===== src/rtl/seven_seg_display_scheduler.sv =====
// Time-shares the 4-digit seven-segment display between NUM_SRC requesters.
// Round-robin with a fixed dwell per source; qualified urgent requests preempt.
// Optional: define SEVEN_SEG_SRC_INDICATOR_EN to show the source index (SHOW)
// or 4'hE (PREEMPT) in displayed_number[15:12].
module seven_seg_display_scheduler #(
  parameter int unsigned NUM_SRC      = 4,
  parameter int unsigned DWELL_CYCLES = 100000000,
  parameter int unsigned CNT_W        = 27
) (
  input  logic                   clock_100Mhz,
  input  logic                   reset,
  input  logic [NUM_SRC-1:0]     src_req,
  input  logic [NUM_SRC-1:0]     src_urgent,
  input  logic [16*NUM_SRC-1:0]  src_value,
  output logic [NUM_SRC-1:0]     src_grant,
  output logic [15:0]            displayed_number,
  output logic                   display_valid,
  output logic                   slot_done
);

  localparam int unsigned       IDX_W    = $clog2(NUM_SRC);
  localparam logic [CNT_W-1:0]  CNT_LAST = CNT_W'(DWELL_CYCLES - 1);

  typedef enum logic [1:0] {IDLE, SHOW, PREEMPT} state_t;

  state_t             state, state_nx;
  logic [IDX_W-1:0]   cur_idx, cur_idx_nx;
  logic [IDX_W-1:0]   rr_last, rr_last_nx;
  logic [CNT_W-1:0]   cnt, cnt_nx;
  logic               slot_done_nx;
  logic [NUM_SRC-1:0] grant_nx;
  logic [15:0]        disp_nx;

  logic [NUM_SRC-1:0] urgent_q;
  logic               urg_found;
  logic [IDX_W-1:0]   urg_idx;
  logic               rr_found;
  logic [IDX_W-1:0]   rr_idx;
  logic [15:0]        cur_value;

  assign urgent_q = src_req & src_urgent;

  // Lowest-index qualified urgent request.
  always_comb begin
    urg_found = 1'b0;
    urg_idx   = '0;
    for (int unsigned k = 0; k < NUM_SRC; k++) begin
      if (!urg_found && urgent_q[k]) begin
        urg_found = 1'b1;
        urg_idx   = IDX_W'(k);
      end
    end
  end

  // Round-robin winner, searching from the slot after rr_last.
  always_comb begin
    logic [IDX_W-1:0] j;
    j        = '0;
    rr_found = 1'b0;
    rr_idx   = '0;
    for (int unsigned k = 0; k < NUM_SRC; k++) begin
      j = IDX_W'((32'(rr_last) + 1 + k) % NUM_SRC);
      if (!rr_found && src_req[j]) begin
        rr_found = 1'b1;
        rr_idx   = j;
      end
    end
  end

  // Value of the currently granted source.
  always_comb begin
    cur_value = '0;
    for (int unsigned k = 0; k < NUM_SRC; k++) begin
      if (cur_idx == IDX_W'(k)) cur_value = src_value[16*k +: 16];
    end
  end

  // State and registered outputs.
  always_ff @(posedge clock_100Mhz) begin
    if (reset) begin
      state            <= IDLE;
      cur_idx          <= '0;
      rr_last          <= IDX_W'(NUM_SRC - 1);
      cnt              <= '0;
      src_grant        <= '0;
      displayed_number <= '0;
      display_valid    <= 1'b0;
      slot_done        <= 1'b0;
    end else begin
      state            <= state_nx;
      cur_idx          <= cur_idx_nx;
      rr_last          <= rr_last_nx;
      cnt              <= cnt_nx;
      src_grant        <= grant_nx;
      displayed_number <= disp_nx;
      display_valid    <= (state_nx != IDLE);
      slot_done        <= slot_done_nx;
    end
  end

  // Next-state, grant index, dwell counter and round-robin pointer.
  always_comb begin
    state_nx     = state;
    cur_idx_nx   = cur_idx;
    rr_last_nx   = rr_last;
    cnt_nx       = cnt;
    slot_done_nx = 1'b0;
    if (urg_found) begin
      state_nx   = PREEMPT;
      cur_idx_nx = urg_idx;
      // Park the pointer just before the preempted source so it resumes first.
      if (state == SHOW)
        rr_last_nx = (cur_idx == '0) ? IDX_W'(NUM_SRC - 1) : cur_idx - 1'b1;
    end else if (state == SHOW && src_req[cur_idx] && cnt != CNT_LAST) begin
      cnt_nx = cnt + 1'b1;
    end else begin
      // IDLE arbitration, PREEMPT release, mid-slot drop or normal expiry.
      slot_done_nx = (state == SHOW) && src_req[cur_idx];
      cnt_nx       = '0;
      if (rr_found) begin
        state_nx   = SHOW;
        cur_idx_nx = rr_idx;
        rr_last_nx = rr_idx;
      end else begin
        state_nx   = IDLE;
      end
    end
  end

  // Next registered output values.
  always_comb begin
    grant_nx = '0;
    if (state_nx != IDLE) grant_nx[cur_idx_nx] = 1'b1;
    disp_nx = displayed_number;
    case (state)
`ifdef SEVEN_SEG_SRC_INDICATOR_EN
      SHOW:    disp_nx = {4'(cur_idx), cur_value[11:0]};
      PREEMPT: disp_nx = {4'hE, cur_value[11:0]};
`else
      SHOW:    disp_nx = cur_value;
      PREEMPT: disp_nx = cur_value;
`endif
      default: disp_nx = displayed_number;
    endcase
  end

endmodule


===== config.mk =====
export PLATFORM = sky130hd
export DESIGN_NAME = seven_seg_display_scheduler
export DESIGN_NICKNAME = d
export VERILOG_FILES = /design/src/rtl/seven_seg_display_scheduler.sv
export SDC_FILE = /design/constraint.sdc
export NUM_CORES = 1
export LEC_CHECK = 0
export ABC_AREA = 0
export BUFFER_PORTS_ARGS = -buffer_cell sky130_fd_sc_hd__buf_2
export CAP_MARGIN = 5
export CORE_UTILIZATION = 44
export DETAILED_ROUTE_END_ITERATION = 10
export GPL_TIMING_DRIVEN = 0
export PLACE_DENSITY = 0.68
export SYNTH_ARGS = -nofsm -noshare
export SYNTH_HDL_FRONTEND = slang
export SYNTH_SLANG_ARGS = --single-unit

===== constraint.sdc =====
create_clock -name clock_100Mhz -period 2.59 [get_ports clock_100Mhz]
set_clock_uncertainty 0.1 [all_clocks]
set_input_delay 0 -clock clock_100Mhz [delete_from_list [all_inputs] [get_ports clock_100Mhz]]
set_output_delay 0 -clock clock_100Mhz [all_outputs]
set_load 0.01 [all_outputs]

==> results.md <==
- Count of nets after finishing: 562
- Vias: 2957
- Synthesized flop and latch total: 55
- Final hold vios: 0
- Fraction of layout cells with a size suffix above 1: 26.5%
- Setup TNS: 0 ns
- Area grow syn2layout: 27.3%
- DRC: 15
- Worst slew pin tran: 0.799 ns
- Reg-to-reg slack, setup: 0.29 ns
- # rows: 29
- Post-synth ARST share: 0%
- Total grt overflow: 0
- Comb power frac: 24.3%
- Sequential Power Share: 46.2%
- Share of the clock period used by the worst path: 88.7%
- Max-slew violations: 0
- Place WS: 0.101 ns
- Clock Path Buffers: 2
- GRT Util Overall: 21.9%
- Main synth FF type: dfxtp_1
- DR iter-0 viols: 158
- Port bufs: 93
- Crit path DAT: 2.45 ns
- Via density: 5.28
- Starting Density: 46.4%
- Final worst slack: 0.292 ns
- HP Class: in -> reg
- CP Launch Type: flip-flop
- H-tree levels: 2
- Final Setup Violations: 0
- Final Total Pwr: 1.99 mW
- Failing checks: DRC
- Peak supply drop: 0.340 mV
- Status: complete, but fails checks
- Root buf cell: clkbuf_8
- Max cap viols: 0
- Drt wl/cell: 13.7 um
- Yosys cell types: 53
- Worst-skew pair later-pin latency: 0.31 ns
- Slew HR: 46.3%
- FMAX: 0.435 GHz
- Placed cell area: 0.00356 mm2
- Minimum clock period: 2.30 ns
- Syn Nets: 449
- Antenna cells: 0
- WHS Path Cells: 2
- Crit end category: flip-flop
- Number of global-route vias before repair: 2894
- IO Pins: 96
- Worst r2r src: cur_idx[1]$_SDFF_PP0_
- R2r worst-path depth: 10
- Mean Syn Cell Area: 8.12 um2
- Non-filler cells, final: 560
- Chip Width: 84.5 um
- Crit path kind: reg -> reg
- Detailed Routing Iterations Pass 1: 8
- Post-route ant nets: 0
- YS warnings: 0
- RSZ-0062 raised after global routing: no
- Clock power frac: 29.6%
- Clock sink total: 55
- Number of antenna violations at the first check in global routing: 0
- Placed cells: 539
- EDFF count, synth: 0
- Routability Congestion: 0.863
- Commonest cells after routing, fill and taps aside: 94 x buf_2, 55 x nor2_1, 55 x dfxtp_1, 39 x nand2_1, 38 x a21oi_1
- Switching Power: 0.560 mW
- Most common cell after layout, fill and taps aside: buf_2
- Syn Std Cell Area: 0.00300 mm2
- Die height: 84.5 um
- CTS tree: built
- Core area: 0.00646 mm2
- Post-Synthesis Cells: 369
- LEAKAGE: 1.68 nW
- Switching portion of total power: 28.1%
- Clock slew at reported path FFs: 0.09 ns
- Cts bufs inserted: 5
- Area leader, netlist: dfxtp_1
- CP required: 2.74 ns
- Share of the synthesized area in the top cell type: 36.7%
- Internal cell power: 1.43 mW
- Power Density: 522 mW/mm2
- Hold Startpoint: reset
- Final instance area: 0.00382 mm2
- Sequential area share after synthesis: 36.7%
- Worst Path Max Fanout: 10
- Top post-synthesis cells by area: dfxtp_1 37%, nor2_1 6.9%, a21oi_1 6.3%, xor2_1 5.3%, nand2_1 4.9%
- Largest net degree at the start of global routing: 17
- Critical R2R Capture: displayed_number[13]$_SDFFE_PP0P_
- WHS Endpoint: state[0]$_SDFF_PP0_
- Routed Wire Length: 7670 um
- DP Wirelength: 5840 um
- First-pass GRT wire length: 12700 um
- Die area: 0.00715 mm2
[through the flow]
step	hold WS [ns]	util, %
finish	0.00414	59.1
global route	0.0103	59.1
CTS	0.000163	59.0
detailed placement	0.266	55.1
global placement	0.261	55.1
floorplan	0.111	-
[worst max path at each step]
stage,from,end,slack (ns),depth (start not counted)
finish,cur_idx[1]$_SDFF_PP0_,displayed_number[13]$_SDFFE_PP0P_,0.29,10
global route,cur_idx[1]$_SDFF_PP0_,displayed_number[7]$_SDFFE_PP0P_,0.02,9
CTS,cur_idx[1]$_SDFF_PP0_,displayed_number[13]$_SDFFE_PP0P_,0.06,10
detailed placement,cur_idx[1]$_SDFF_PP0_,displayed_number[13]$_SDFFE_PP0P_,0.10,10
global placement,cur_idx[1]$_SDFF_PP0_,displayed_number[15]$_SDFFE_PP0P_,0.12,10
floorplan,cur_idx[1]$_SDFF_PP0_,displayed_number[11]$_SDFFE_PP0P_,0.44,10
[cell type report]
type	instances	area, um2
Buffer	22	118
Clock buffer	6	82.6
Clock inverter	2	35.0
Fill cell	602	2640
Inverter	20	75.1
Multi-Input combinational cell	272	1710
Sequential cell	55	1100
Tap cell	77	96.3
Timing Repair Buffer	106	596
[state kept, by name, indices dropped and copies added (netlist names)]
register	cells
cur_idx	2
slot_done	1
display_valid	1
state	2
displayed_number	16
rr_last	2
src_grant	4
cnt	27
[power by group through the flow]
stage / combinational [mW] / clock (mW) / sequential (mW)
after floorplan: 0.285 / 0 / 0.952
after detailed placement: 0.459 / 0 / 0.940
after global placement: 0.453 / 0 / 0.938
final: 0.484 / 0.589 / 0.920
after global routing: 0.540 / 0.637 / 0.926
after CTS: 0.479 / 0.598 / 0.920
[cell usage after synthesis, drive strengths merged, types with 4 or more instances]
| library cell | count |
|---|---|
| dfxtp | 55 |
| nor4 | 7 |
| a211o | 17 |
| nor2 | 55 |
| xnor2 | 6 |
| nor3 | 5 |
| nand4 | 7 |
| clkbuf | 16 |
| o21ai | 4 |
| buf | 6 |
| and3 | 5 |
| ha | 6 |
| nand2 | 39 |
| inv | 20 |
| and2 | 5 |
| a221oi | 15 |
| xor2 | 18 |
| a21oi | 38 |
| nand3 | 12 |
[cell families (layout without fill, tap and decap cells)]
kind of cell	count (synthesis)	after routing	synth area share [%]
DFF	55	55	36.7
AOI/OAI and AO/OA	88	88	21.5
buffers and inverters	42	156	6.38
xor gates and xnor gates	24	24	7.01
adders and majority gates	6	6	2.50
and+or+nand+nor	151	151	24.4
muxes	3	3	1.42
[routing by layer]
layer | global-route usage, % | share of wire, % | up-vias
li1 | - | - | 1528
met3 | 3.24 | 5.3 | 10
met5 | 0 | 0 | -
met1 | 25.2 | 44 | 1333
met4 | 6.78 | 1.7 | 0
met2 | 41.3 | 49 | 86
[critical path, cell delays in order (launching register included)]
cell      delay (ns)
dfxtp_1         0.43
inv_1           0.10
ha_1            0.18
clkbuf_1        0.23
nor2b_4         0.23
clkbuf_2        0.23
a221oi_1        0.10
a211o_1         0.31
a21oi_1         0.17
a21oi_1         0.06
nor2_1          0.10
[repair_timing]
| action | CTS | global route |
|---|---|---|
| setup endpoints to repair | 0 | 10 |
| setup buffers | 0 | 0 |
| hold buffers | 13 | 0 |
| resized for setup | 0 | 4 |
| hold endpoints to repair | 13 | 0 |
No activity file was read; power rests on OpenSTA's default activity.
